==> src/rtl/incdec_counter.sv <==
// Registered up/down counter: a two-stage command pipeline (accept, then fire)
// driving an IncDecC incrementer-decrementer, with optional saturation.

package lau_pkg;
   typedef enum logic [0:0] {
      SLOW = 1'b0,
      FAST = 1'b1
   } speed_t;
endpackage

// Z = DEC ? A - CI : A + CI, with CO the carry (INC) or borrow (DEC) out of the top bit.
module IncDecC #(
   parameter int              width = 8,
   parameter lau_pkg::speed_t speed = lau_pkg::FAST
) (
   input  logic [width-1:0] A,
   input  logic             CI,
   input  logic             DEC,
   output logic [width-1:0] Z,
   output logic             CO
);

   if (speed == lau_pkg::FAST) begin : g_fast
      logic [width:0] sum;

      // One wide adder/subtractor; the extra top bit is the carry or borrow.
      always_comb begin
         if (DEC) begin
            sum = {1'b0, A} - {{width{1'b0}}, CI};
         end else begin
            sum = {1'b0, A} + {{width{1'b0}}, CI};
         end
      end

      assign Z  = sum[width-1:0];
      assign CO = sum[width];
   end else begin : g_ripple
      // Half-adder chain: a carry propagates through ones (INC) or a borrow through zeros (DEC).
      always_comb begin : ripple
         logic c;
         c  = CI;
         Z  = {width{1'b0}};
         for (int i = 0; i < width; i++) begin
            Z[i] = A[i] ^ c;
            if (DEC) begin
               c = ~A[i] & c;
            end else begin
               c = A[i] & c;
            end
         end
         CO = c;
      end
   end

endmodule

module incdec_counter #(
   parameter int              width    = 8,
   parameter lau_pkg::speed_t speed    = lau_pkg::FAST,
   parameter int              saturate = 0
) (
   input  logic             CLK,
   input  logic             RST,
   input  logic             VALID,
   output logic             READY,
   input  logic [1:0]       OP,
   input  logic [width-1:0] D,
   input  logic             STALL,
   output logic [width-1:0] Q,
   output logic             CO,
   output logic             ZERO,
   output logic             MAX,
   output logic             DONE
);

   typedef enum logic [1:0] {
      OP_INC  = 2'b00,
      OP_DEC  = 2'b01,
      OP_LOAD = 2'b10,
      OP_HOLD = 2'b11
   } op_t;

   localparam bit sat_en = (saturate != 0);

   logic             s1_valid;
   op_t              s1_op;
   logic [width-1:0] s1_d;

   logic             accept;
   logic             fire;
   logic             id_dec;
   logic             id_ci;
   logic [width-1:0] id_z;
   logic             id_co;
   logic [width-1:0] q_next;
   logic             co_next;

   assign READY  = !s1_valid || !STALL;
   assign accept = VALID && READY;
   assign fire   = s1_valid && !STALL;

   // Stage 1: a new command replaces a firing one on the same edge.
   always_ff @(posedge CLK) begin
      if (RST) begin
         s1_valid <= 1'b0;
         s1_op    <= OP_HOLD;
         s1_d     <= {width{1'b0}};
      end else if (accept) begin
         s1_valid <= 1'b1;
         s1_op    <= op_t'(OP);
         s1_d     <= D;
      end else if (fire) begin
         s1_valid <= 1'b0;
      end else begin
         s1_valid <= s1_valid;
      end
   end

   assign id_dec = (s1_op == OP_DEC);
   assign id_ci  = (s1_op == OP_INC) || (s1_op == OP_DEC);

   IncDecC #(
      .width(width),
      .speed(speed)
   ) u_incdec (
      .A  (Q),
      .CI (id_ci),
      .DEC(id_dec),
      .Z  (id_z),
      .CO (id_co)
   );

   // Result selection for the command sitting in stage 1.
   always_comb begin
      q_next  = Q;
      co_next = CO;
      case (s1_op)
         OP_INC, OP_DEC: begin
            if (sat_en && id_co) begin
               q_next  = Q;
               co_next = 1'b1;
            end else begin
               q_next  = id_z;
               co_next = id_co;
            end
         end
         OP_LOAD: begin
            q_next  = s1_d;
            co_next = 1'b0;
         end
         OP_HOLD: begin
            q_next  = Q;
            co_next = 1'b0;
         end
         default: begin
            q_next  = Q;
            co_next = 1'b0;
         end
      endcase
   end

   // Stage 2: Q/CO only move on a firing edge; DONE marks that edge.
   always_ff @(posedge CLK) begin
      if (RST) begin
         Q    <= {width{1'b0}};
         CO   <= 1'b0;
         DONE <= 1'b0;
      end else if (fire) begin
         Q    <= q_next;
         CO   <= co_next;
         DONE <= 1'b1;
      end else begin
         Q    <= Q;
         CO   <= CO;
         DONE <= 1'b0;
      end
   end

   assign ZERO = (Q == {width{1'b0}});
   assign MAX  = &Q;

endmodule
==> config.mk <==
export PLATFORM = sky130hd
export DESIGN_NAME = incdec_counter
export DESIGN_NICKNAME = d
export VERILOG_FILES = /design/src/rtl/incdec_counter.sv
export SDC_FILE = /design/constraint.sdc
export NUM_CORES = 1
export LEC_CHECK = 0
export CORE_UTILIZATION = 44
export CTS_CLUSTER_DIAMETER = 40
export DETAILED_ROUTE_END_ITERATION = 7
export PLACE_DENSITY = 0.75
export SKIP_LAST_GASP = 1
export SLEW_MARGIN = 20
export SYNTH_ARGS = -nofsm -noshare
export SYNTH_HDL_FRONTEND = slang
export SYNTH_SLANG_ARGS = --single-unit
export TNS_END_PERCENT = 1
==> constraint.sdc <==
create_clock -name CLK -period 1.98 [get_ports CLK]
set_input_delay 0.495 -clock CLK [delete_from_list [all_inputs] [get_ports CLK]]
set_output_delay 0.495 -clock CLK [all_outputs]
set_load 0.05 [all_outputs]
Word level (Yosys, flattened, before mapping)
Index checks and enable logic that the tools add are counted.

operators by class
  mux-type cells = 6
  bitwise logic cells = 1
  equal/unequal tests = 3
  reductions and logical operators = 13
  add/subtract/negate cells = 2

operator list
  operator                                                         count
  8-bit one-hot mux with 2 select lines                            1
  8-bit by 1-bit adder with 9-bit output                           1
  9-bit 2-to-1 mux                                                 1
  8-bit by 1-bit subtractor with 9-bit output                      1
  8-bit zero test                                                  1
  8-bit AND reduction                                              1
  2-bit == test, second input constant                             2
  2-bit OR reduction                                               2
  1-bit 2-to-1 mux                                                 3
  2-bit by 1-bit == test with 1-bit output, second input constant  1
  1-bit logical AND                                                2
  1-bit zero test                                                  2
  2-bit zero test                                                  1
  1-bit logical OR                                                 2
  1-bit one-hot mux with 2 select lines                            1
  2-bit AND reduction                                              1
  2-bit nonzero test                                               1
  1-bit inverter                                                   1

word-level totals
  register bits = 21
  input port bits = 14
  output and inout port bits = 13
  word-level logic and storage cells = 31

Longest topological paths before layout
Gate-level depths: netlist (run 1).

  depth after elaboration = 5
  mapped depth = 10
  gate-level depth less buffers = 10

Modules after synthesis
Synthesis (run 1) repeated with hierarchy kept, for this count alone.

second synthesis, totals
  cell total of the unflattened synthesis = 168
  area total of the unflattened synthesis = 1275.0 sq um

modules (own cells, without submodules)
  module          area each (sq um)  sequential area each (sq um)  instances  cells each
  incdec_counter  887.1              420.4                         1          112
  IncDecC         387.9              0.0                           1          56

Worst setup path after synthesis (run 1)
Ideal clock, no wire load.

  path type = reg-to-output
  from = register Q[1]
  to = output port ZERO
  arrival time = 1.730 ns
  data required time = 1.485 ns
  path slack = -0.245 ns
  cell stages (with the launch flop) = 3
  buffers on the path = 0
  cells stage by stage = dfxtp_1 or4_1 nor2_1

on the way
  longest elaborated chain between the ends = 1

ends and longest elaborated chain
  element                   RTL line  text
  start: declaration        69        output logic [width-1:0] Q,
  start signal: assignment  165       Q <= {width{1'b0}};
  start signal: assignment  169       Q <= q_next;
  8-bit zero test           179       assign ZERO = (Q == {width{1'b0}});
  end: declaration          71        output logic ZERO,

No other way between the ends.

Final worst setup path (run 1)
  from = register s1_op[1]
  to = register Q[7]

on the way
  longest elaborated chain between the ends = 5
  elaborated cells on any way between the ends = 12
  classes of those cells = 2 x add/sub; 3 x eq/ne; 2 x mux; 1 x bitwise; 4 x reduce/logical

ends and longest elaborated chain
  element                                                                                                RTL line       text
  start: declaration                                                                                     86             op_t s1_op;
  start signal: assignment                                                                               110            s1_op <= op_t'(OP);
  2-bit by 1-bit == test with 1-bit output or 2-bit zero test (tied branches)                            119, 120, 137
  1-bit logical OR                                                                                       120            assign id_ci = (s1_op == OP_INC) || (s1_op == OP_DEC);
  8-bit by 1-bit adder with 9-bit output or 8-bit by 1-bit subtractor with 9-bit output (tied branches)  31, 29
  9-bit 2-to-1 mux                                                                                       28             if (DEC) begin
  8-bit one-hot mux with 2 select lines                                                                  137            case (s1_op)

Several ways; a longest one is shown, not always the timed one.
A chain may end at the register's enable or synchronous reset.

==> flow_summary.toml, run 1 <==
[yosys]
avgSynthCellArea_um2 = 8.475
ys_seq_elements = 21
synth_fp_nets = 160
synthCells = 137
yosysSeqAreaShare_pct = 36.21
synth_area_um2 = 1161
synthDistinctLibCells = 38
synth-warning-count = 0

[worst_setup_path]
critPathTopFamily = "compound AO/OA/AOI/OAI gates"
end_kind = "register"
cp.buffers_inverters = 0
cp.arrival_ns = 2.29
required_ns = 2.17
critPathMaxStageDelay_ns = 0.34
cpMostUsedCell = "o21a_1"
crit_type = "register to register"
slowest_stage = "dfxtp_2"
path_cells = "or2_4 -> ha_4 -> nor2b_1 -> o21a_1 -> o21a_1 -> a221oi_2 -> xor2_1 -> a211oi_2"
crit_fanout = 8
start_kind = "register"

[power_and_ir_drop]
p_clk_share_pct = 19.9
seq_power_share_pct = 45.0
power.share.switching_pct = 32.16
combPwrFrac_pct = 35.1
powerDensity_nw_per_um2 = 629.9
internal_power_uw = 697.7
ir_drop_mv = 0.4566
p_leak_uw = 0.0006840
power.switching_uw = 330.8

[route]
detail_route.wl_per_cell_um = 13.74
first_pass_iters = 4
vias = 1140
drc = 0
drt_wl_total_um = 2872
antenna_left = 0
viasPerCell = 5.455
drtIter0Drc = 15

[grt]
antenna_found_initial = 0
grt_pass1_wl_um = 4636
grt_max_degree = 15
grt-ovfl-total = 0
grt_pass1_vias = 1055
grtUsageTotal_pct = 23.05

[timing]
finalCritPeriodShare_pct = 106.0
worst_slack_ns = -0.1182
min_period_ns = 2.098
worst_pin_slew_ns = 0.4990
finalHoldViolCount = 0
grt_setup_unrepaired = "yes"
timing.fmax_ghz = 0.4766
setup_violations = 6
maxSlewViolCount = 0
maxSlewHeadroom_pct = 66.63
skew_ns = 0.005024

[placement]
port_buffers = 26
dpl_cell_area_um2 = 1568
hpwl_um = 2260
place_congestion = 0.8506

[layout]
final_nets = 203
num_antenna_cells = 0
layout_commonest_cell = "buf_4"
area_growth_pct = 40.63
n_fill_cell = 226
postLayoutCellArea_um2 = 1633
drive_above_1_share_pct = 26.82
fin_util_pct = 65.91
layout_common_cells = "buf_4, nand2_1, dfxtp_1, clkdlybuf4s50_1, a21oi_1"

[clock_tree]
cts-buffers-inserted = 3
cts_tree = "built"
postCtsSetupRepairBufs = 0
root_buffer = "clkbuf_4"
clkTransAtPathRegs_ns = 0.12
clock_latency_ns = 0.30
clockBufferDepth = 2
cts.sinks = 21
cts.htree.levels = 1
cts-hold-fix-buffers = 0

[floorplanning]
die-area_um2 = 2848
die_x_um = 53.37
num_rows = 18
pin_count = 27
die_h_um = 53.37
start_util_pct = 46.87
core_um2 = 2477

[hold_path]
worstHoldPathType = "register to register"

[run]
cap_violations = 0

[run_status]
status = "complete, but fails checks"
failed_checks = "setup timing"
-- registers in the layout (all words and copies together) (netlist names) --
signal,count
s1_op,2
Q,8
s1_valid,1
s1_d,8
DONE,1
CO,1
-- worst register-to-register path, cell delays in order (launching register included) --
cell and delay (ns):
dfxtp_2 0.34, or2_4 0.30, ha_4 0.22, nor2b_1 0.12, o21a_1 0.18, o21a_1 0.22
a221oi_2 0.27, xor2_1 0.24, a211oi_2 0.11
-- path summary, 6_finish.rpt --
kind / startpoint / cells past startpoint / to / slack (ns)
worst max-delay path: s1_op[1] / 8 / Q[7] / -0.12
worst min-delay path: s1_d[5] / 2 / s1_d[5] / 0.47
worst max register to register: s1_op[1] / 8 / Q[7] / -0.12
worst min register to register: s1_d[5] / 2 / s1_d[5] / 0.47
-- through the flow --
step	hold slack, ns	setup WS [ns]	instances	TNS, ns	total power (uW)
after floorplan	0.4333	-0.05326	137	-0.2007	688.2
after global placement	0.4496	-0.04347	205	-0.1187	810.5
final	0.4714	-0.1182	209	-0.4594	1029
after global routing	0.5074	-0.2724	209	-1.183	1094
after detailed placement	0.4537	-0.1550	205	-0.4102	818.7
after CTS	0.4724	-0.09690	209	-0.4916	1031
-- power groups by stage --
stage	logic [uW]	clock network [uW]	registers, uW
after floorplan	196	0	492
after global placement	341	0	470
after detailed placement	348	0	471
after CTS	357	212	462
after global routing	396	232	466
final	361	204	463
-- Yosys cell counts --
library cell	count	area share [%]
o21ai_0	4	1.7
inv_1	3	0.97
nor2b_1	1	0.54
ha_1	8	8.6
a22oi_1	1	0.65
nand3_1	1	0.43
mux2i_1	3	2.6
nor2_1	13	4.2
o22ai_1	2	1.1
or4_1	2	1.3
xor2_1	2	1.5
nor3_1	2	0.86
clkbuf_1	2	0.65
o211ai_1	1	0.65
o221ai_1	1	0.75
a31oi_1	1	0.54
a21o_1	3	1.9
or3_1	1	0.54
mux2_1	1	0.97
nand4_1	2	1.1
buf_2	1	0.43
a21o_2	2	1.5
nand2_1	24	7.8
and3_1	1	0.54
a221oi_2	2	2.6
a211oi_1	4	2.6
xnor2_1	3	2.3
dfxtp_1	21	36
nand3b_1	1	0.65
a21oi_1	14	6.0
nor2_2	1	0.54
nand2b_2	1	0.75
and2_1	2	1.1
or2_2	1	0.54
fa_1	1	1.7
a211o_1	1	0.75
clkbuf_8	1	1.2
o21a_1	2	1.3
-- timing repair --
action | 4_1_cts | 5_1_grt
resized for setup | 5 | 3
pin swaps | 9 | 0
endpoints found under the hold margin | 0 | 0
endpoints found under the setup margin | 6 | 7
-- final cells by class --
cell class	instances	area, um2	share of cell area [%]
inverter	3	11.26	0.6897
clock inverter	1	5.005	0.3065
clock buffer	3	22.52	1.379
timing repair buffer	42	391.6	23.98
sequential	21	424.2	25.98
tap	30	37.54	2.299
multi-input combinational	109	740.7	45.36
-- cell families (layout without fill, tap and decap cells) --
family	count (synthesis)	count (layout)	synth area share, %
multiplexers	4	4	3.556
buffers and inverters	7	49	3.232
AND/OR/NAND/NOR	53	53	20.80
flip-flops	21	21	36.21
adder cells (fa/ha/maj)	9	9	10.35
AO/OA/AOI/OAI	38	38	22.09
XOR/XNOR	5	5	3.772
-- layer usage --
metal / track usage [%] / part of all wire (%) / vias up
met5: 0 / 0 / -
met1: 28.57 / 45 / 528
met4: 11.40 / 1.5 / 0
li1: - / - / 573
met3: 3.736 / 3.5 / 4
met2: 37.92 / 49 / 35
Note: power is estimated with default switching activity, not from simulation.
==> inputs of run 2 (changes only) <==
clock period = 1.74 ns   (was 1.98 ns; I/O delays follow)
==> run 2 against run 1 <==
  * The run still ends with setup timing left
  * Flip-flop and latch count did not move
  * Combinational power rose by 22%
  * Sequential share of layout area fell by 1.2 points
  * Critical path depth did not move
  * Largest power group unchanged
==> flow_summary.toml, run 2 (synthesized netlist as in run 1, its figures left out) <==
[timing]
finalCritPeriodShare_pct = 118.4
finalHoldViolCount = 0
final.setup.tns_ns = -1.844
setup_violations = 8
grt_setup_unrepaired = "yes"
timing.fmax_ghz = 0.4852
min_period_ns = 2.061
maxSlewViolCount = 0
worst_pin_slew_ns = 0.3544
worst_slack_ns = -0.3210
maxSlewHeadroom_pct = 76.35
holdWs_ns = 0.4717
skew_ns = 0.001315

[worst_setup_path]
critPathMaxStageDelay_ns = 0.34
regToRegEndpoint = "Q[7]"
cpMostUsedCell = "o21a_1"
cp.depth = 8
r2r_start = "s1_op[0]"
cp.arrival_ns = 2.28
start_kind = "register"
rrSetupSlack_ns = -0.32
critPathTopFamily = "compound AO/OA/AOI/OAI gates"
required_ns = 1.96
slowest_stage = "dfxtp_2"
crit_type = "register to register"
path_cells = "or2_4 -> ha_4 -> nor2b_1 -> o21a_1 -> o21a_1 -> a221oi_2 -> xor2_1 -> a211oi_2"
cp.buffers_inverters = 0
crit_fanout = 8
end_kind = "register"
ff2ff_path_depth = 8

[route]
drt_wl_total_um = 3028
drc = 0
first_pass_iters = 4
antenna_left = 0
vias = 1214
drtIter0Drc = 22
viasPerCell = 5.493
detail_route.wl_per_cell_um = 13.70

[placement]
hpwl_um = 2400
port_buffers = 26
place_congestion = 0.8425
dp_cells = 216
dpl_cell_area_um2 = 1694

[layout]
n_fill_cell = 217
drive_above_1_share_pct = 34.03
layout_commonest_cell = "buf_4"
area_growth_pct = 50.86
layout_common_cells = "buf_4, nand2_1, a21oi_1, clkdlybuf4s50_1"
num_antenna_cells = 0
multiInputGateArea_um2 = 738.2
seqCellArea_um2 = 434.2
top_regs = "Q (8), s1_d (8), s1_op (2)"
postLayoutCellArea_um2 = 1752
final_nets = 215
fin_cells = 221

[clock_tree]
cts-buffers-inserted = 3
root_buffer = "clkbuf_4"
clkTransAtPathRegs_ns = 0.12
cts.htree.levels = 1
cts_tree = "built"
clock_latency_ns = 0.32
cts.sinks = 21
clockBufferDepth = 2

[floorplanning]
core_um2 = 2477
num_rows = 18
start_util_pct = 46.87
pin_count = 27
die_h_um = 53.37
die_x_um = 53.37
die-area_um2 = 2848

[run_status]
failed_checks = "setup timing"
status = "complete, but fails checks"

[hold_path]
min_to = "s1_d[0]"
hold_depth = 2
min-delay-start = "s1_d[0]"
worstHoldPathType = "register to register"

[power_and_ir_drop]
ir_drop_mv = 0.4593
powerDensity_nw_per_um2 = 697.0
p_total_uw = 1221
p_leak_uw = 0.0007492

[grt]
antenna_found_initial = 0
grtUsageTotal_pct = 23.87
grt-busiest-layer = "met2"
grt.met3_usage_pct = 3.448
grt_pass1_wl_um = 4802
grt_max_degree = 13
grt_pass1_vias = 1086
use_met2_pct = 41.04
grtUsageMet1_pct = 28.50
grt-ovfl-total = 0

[run]
cap_violations = 0
run 2: worst reg2reg max path, stage by stage, from the launching register on:
cell      delay (ns)
dfxtp_2         0.34
or2_4           0.30
ha_4            0.22
nor2b_1         0.12
o21a_1          0.18
o21a_1          0.22
a221oi_2        0.29
xor2_1          0.20
a211oi_2        0.09
run 2: worst max path at each step:
stage / from / end / slack, ns
2_1_floorplan: s1_op[0] / Q[7] / -0.21
3_3_place_gp: s1_op[1] / CO / -0.26
3_5_place_dp: s1_op[1] / Q[5] / -0.34
4_1_cts: s1_op[0] / Q[7] / -0.31
5_1_grt: s1_op[0] / Q[5] / -0.40
6_report: s1_op[0] / Q[7] / -0.32
run 2: cell type report:
class | instances | area share, %
clock buffers | 4 | 1.500
inverters | 3 | 0.6429
multi-input cells | 109 | 42.14
flip-flops and latches | 21 | 24.79
well taps | 30 | 2.143
repair buffers | 54 | 28.79
run 2: through the flow:
step	util, %	setup WS (ns)
after floorplan	-	-0.2128
after CTS	70.51	-0.3126
final	70.71	-0.3210
after global routing	70.71	-0.4004
after detailed placement	68.38	-0.3404
after global placement	68.38	-0.2574
run 2: report_power, final:
part           switching (uW)  internal (uW)  total, uW  leakage (uW)
logic                     216            227        442      0.000559
registers                18.4            505        524      0.000175
clock network             165           89.8        255     0.0000150
run 2: layer usage:
layer  share of wire [%]  wire length, um
met1                  44             1325
met2                  50             1528
met3                 3.6              109
met4                 2.1               65
met5                   0                0
run 2: timing repair:
action | in CTS | in global routing
resized for setup | 5 | 1
pin swaps | 8 | 1
hold buffers | 0 | 0
setup buffers | 1 | 0
endpoints found under the setup margin | 9 | 9
endpoints found under the hold margin | 0 | 0
==> RTL change: new RTL, flow settings as in run 1 <==
`width` is set to 8 in 2 places; all go to 12.
--- a/src/rtl/incdec_counter.sv
+++ b/src/rtl/incdec_counter.sv
@@ -12,3 +12,3 @@
 module IncDecC #(
-   parameter int              width = 8,
+   parameter int              width = 12,
    parameter lau_pkg::speed_t speed = lau_pkg::FAST
@@ -57,3 +57,3 @@
 module incdec_counter #(
-   parameter int              width    = 8,
+   parameter int              width    = 12,
    parameter lau_pkg::speed_t speed    = lau_pkg::FAST,
Ports: changed (resized D and Q); port bits go from 27 to 35. The function was not compared with the original's and may differ.
==> RTL change against run 1 <==
The run still ends with negative setup slack left. Non-clock buffer count grew 23. Largest power group is now combinational cells. Setup slack lost 0.13 ns. Wire length grew 70%. Highest routed layer unchanged. Sequential share of layout area shrank 3.4 points. Sequential cell count grew 8. Power grew 88%. Final area grew 60%. First-iteration DRC count grew to 6.6 times the old value. Largest cell class unchanged. Area after synthesis grew 52%.
==> RTL change: results (changes against run 1) <==
- Outcome: finished, violations left (unchanged).
- Violated checks: negative setup slack (unchanged).
- The sequential-to-total area share from yosys stat was 33.0% (was 36.2%).
- The count of final setup violators is 8 (was 6).
- The clock latency reported for the late side of the worst-skew pair was 0.28 ns (was 0.30 ns).
- The maximum VDD drop was 652 uV (was 457 uV).
- Regs by FF count: Q: 12 flops, s1_d: 12 flops, s1_op: 2 flops (was Q: 8 flops, s1_d: 8 flops, s1_op: 2 flops).
- The worst flop-to-flop path startpoint is s1_op[0] (was s1_op[1]).
- The leakage power figure was 1.09 nW (was 0.684 nW).
- The slew at the pin closest to its max-slew limit is 0.518 ns (was 0.499 ns).
- List of most frequent post-synthesis cells: 34 x nand2_1, 29 x dfxtp_1, 19 x nor2_1, 18 x a21oi_1, 13 x ha_1 (was 24 x nand2_1, 21 x dfxtp_1, 14 x a21oi_1, 13 x nor2_1, 8 x ha_1).
- The total routing resource utilization after global routing is 25.8% (was 23.0%).
- The maximum level of the CTS H-tree is 2 (was 1).
- The aggregate negative setup slack came to -1.40 ns (was -0.459 ns).
- The fraction of layout instances using a drive strength above 1 is 33.1% (was 26.8%).
- The clock-pin slew reported for the worst setup and hold paths after clock tree synthesis is 0.06 ns (was 0.12 ns).
- The number of port buffers is 34 (was 26).
- The global-route wire length before repair was 8330 um (was 4640 um).
- The end of the worst register-to-register path is Q[11] (was Q[7]).
- The internal cell power is 1.34 mW (was 0.698 mW).
- The number of global-route vias before repair was 1,717 (was 1,055).
- The number of nets in the finished design is 306 (was 203).
- The initial detailed-routing violation count is 99 (was 15).
- Biggest area contributors in the synthesized netlist: dfxtp_1 33%, ha_1 9.2%, nand2_1 7.3% (was dfxtp_1 36%, ha_1 8.6%, nand2_1 7.8%).
- The total via count after detailed routing came to 1,784 (was 1,140).
- The placement row count is 22 (was 18).
- The placed wire-length estimate is 3440 um (was 2260 um).
- The vias per cell is 5.52 (was 5.45).
- The worst-case setup margin in the final layout is -0.243 ns (was -0.118 ns).
- The clock buffer count from CTS is 5 (was 3).
- The detailed-route wire length per cell came to 15.1 um (was 13.7 um).
- The buffer cell driving the clock tree root is clkbuf_8 (was clkbuf_4).
- The unique cell type count in the Yosys netlist is 47 (was 38).
- The met2 layer wire length in the routed design is 2300 um (was 1420 um).
- The largest stage delay on the critical path is 0.33 ns.
- The synthesized area per cell came to 8.34 sq um (was 8.48 sq um).
- The routed length on met3 is 263 um (was 100 um).
- The category of cells accounting for the largest share of critical-path delay is compound AO/OA/AOI/OAI gates (unchanged).
- The net count of the mapped netlist is 243 (was 160).
==> RTL change: worst min-delay path by stage <==
stage | to | depth (start not counted) | startpoint | slack, ns
4_1_cts | s1_d[5] | 2 | s1_d[5] | 0.46
3_3_place_gp | s1_d[0] | 2 | s1_d[0] | 0.44
3_5_place_dp | s1_d[5] | 2 | s1_d[5] | 0.45
2_1_floorplan | s1_d[5] | 2 | s1_d[5] | 0.43
5_1_grt | s1_d[6] | 2 | s1_d[6] | 0.48
6_report | s1_d[1] | 2 | s1_d[1] | 0.46
==> RTL change: worst reg2reg max path: stages, from the launching register on <==
cell and delay (ns):
dfxtp_2 0.33, or2_4 0.31, ha_1 0.28, nor2b_2 0.17, o2111ai_2 0.21, a21boi_2 0.13
a221oi_2 0.25, xor2_1 0.13, a311oi_2 0.32
==> RTL change: power by group through the flow <==
stage               clock (mW)  sequential (mW)  combinational (mW)
finish                   0.637            0.645               0.656
global route             0.672            0.648               0.709
CTS                      0.640            0.643               0.631
detailed placement           0            0.654               0.591
global placement             0            0.653               0.585
floorplan                    0            0.685               0.366
==> RTL change: cell families after synthesis <==
family	count (synthesis)	synth area share [%]
AOI/OAI and AO/OA	63	25.6
xor gates and xnor gates	10	4.98
adders and majority gates	14	10.4
buffers and inverters	15	4.20
DFF	29	33.0
muxes	5	2.85
and+or+nand+nor	75	19.0
==> RTL change: stage by stage <==
stage | setup slack [ns] | total power, mW | area, sq um
2_1_floorplan | -0.194 | 1.05 | 1830
3_3_place_gp | -0.179 | 1.24 | 2390
3_5_place_dp | -0.248 | 1.24 | 2390
4_1_cts | -0.246 | 1.91 | 2570
5_1_grt | -0.345 | 2.03 | 2610
6_report | -0.243 | 1.94 | 2610
==> RTL change: layout make-up <==
class / instances / area [sq um]
Fill cell: 306 / 1140
Inverter: 5 / 18.8
Clock buffer: 7 / 86.3
Timing Repair Buffer: 65 / 574
Multi-Input combinational cell: 168 / 1250
Tap cell: 48 / 60.1
Sequential cell: 29 / 588
Clock inverter: 1 / 30.0
==> RTL change: layer usage <==
layer | GRT usage, % | up-vias
met1 | 33.1 | 819
met3 | 7.12 | 6
met2 | 41.8 | 64
li1 | - | 895
met4 | 8.15 | 0
met5 | 0 | -
==> RTL change: what timing repair did <==
action / 4_1_cts / 5_1_grt
hold endpoints to repair: 0 / 0
hold buffers: 0 / 0
setup endpoints to repair: 8 / 10
gates resized for setup: 9 / 9
setup buffers: 0 / 1
pin swaps: 7 / 9
gates cloned: 1 / 0
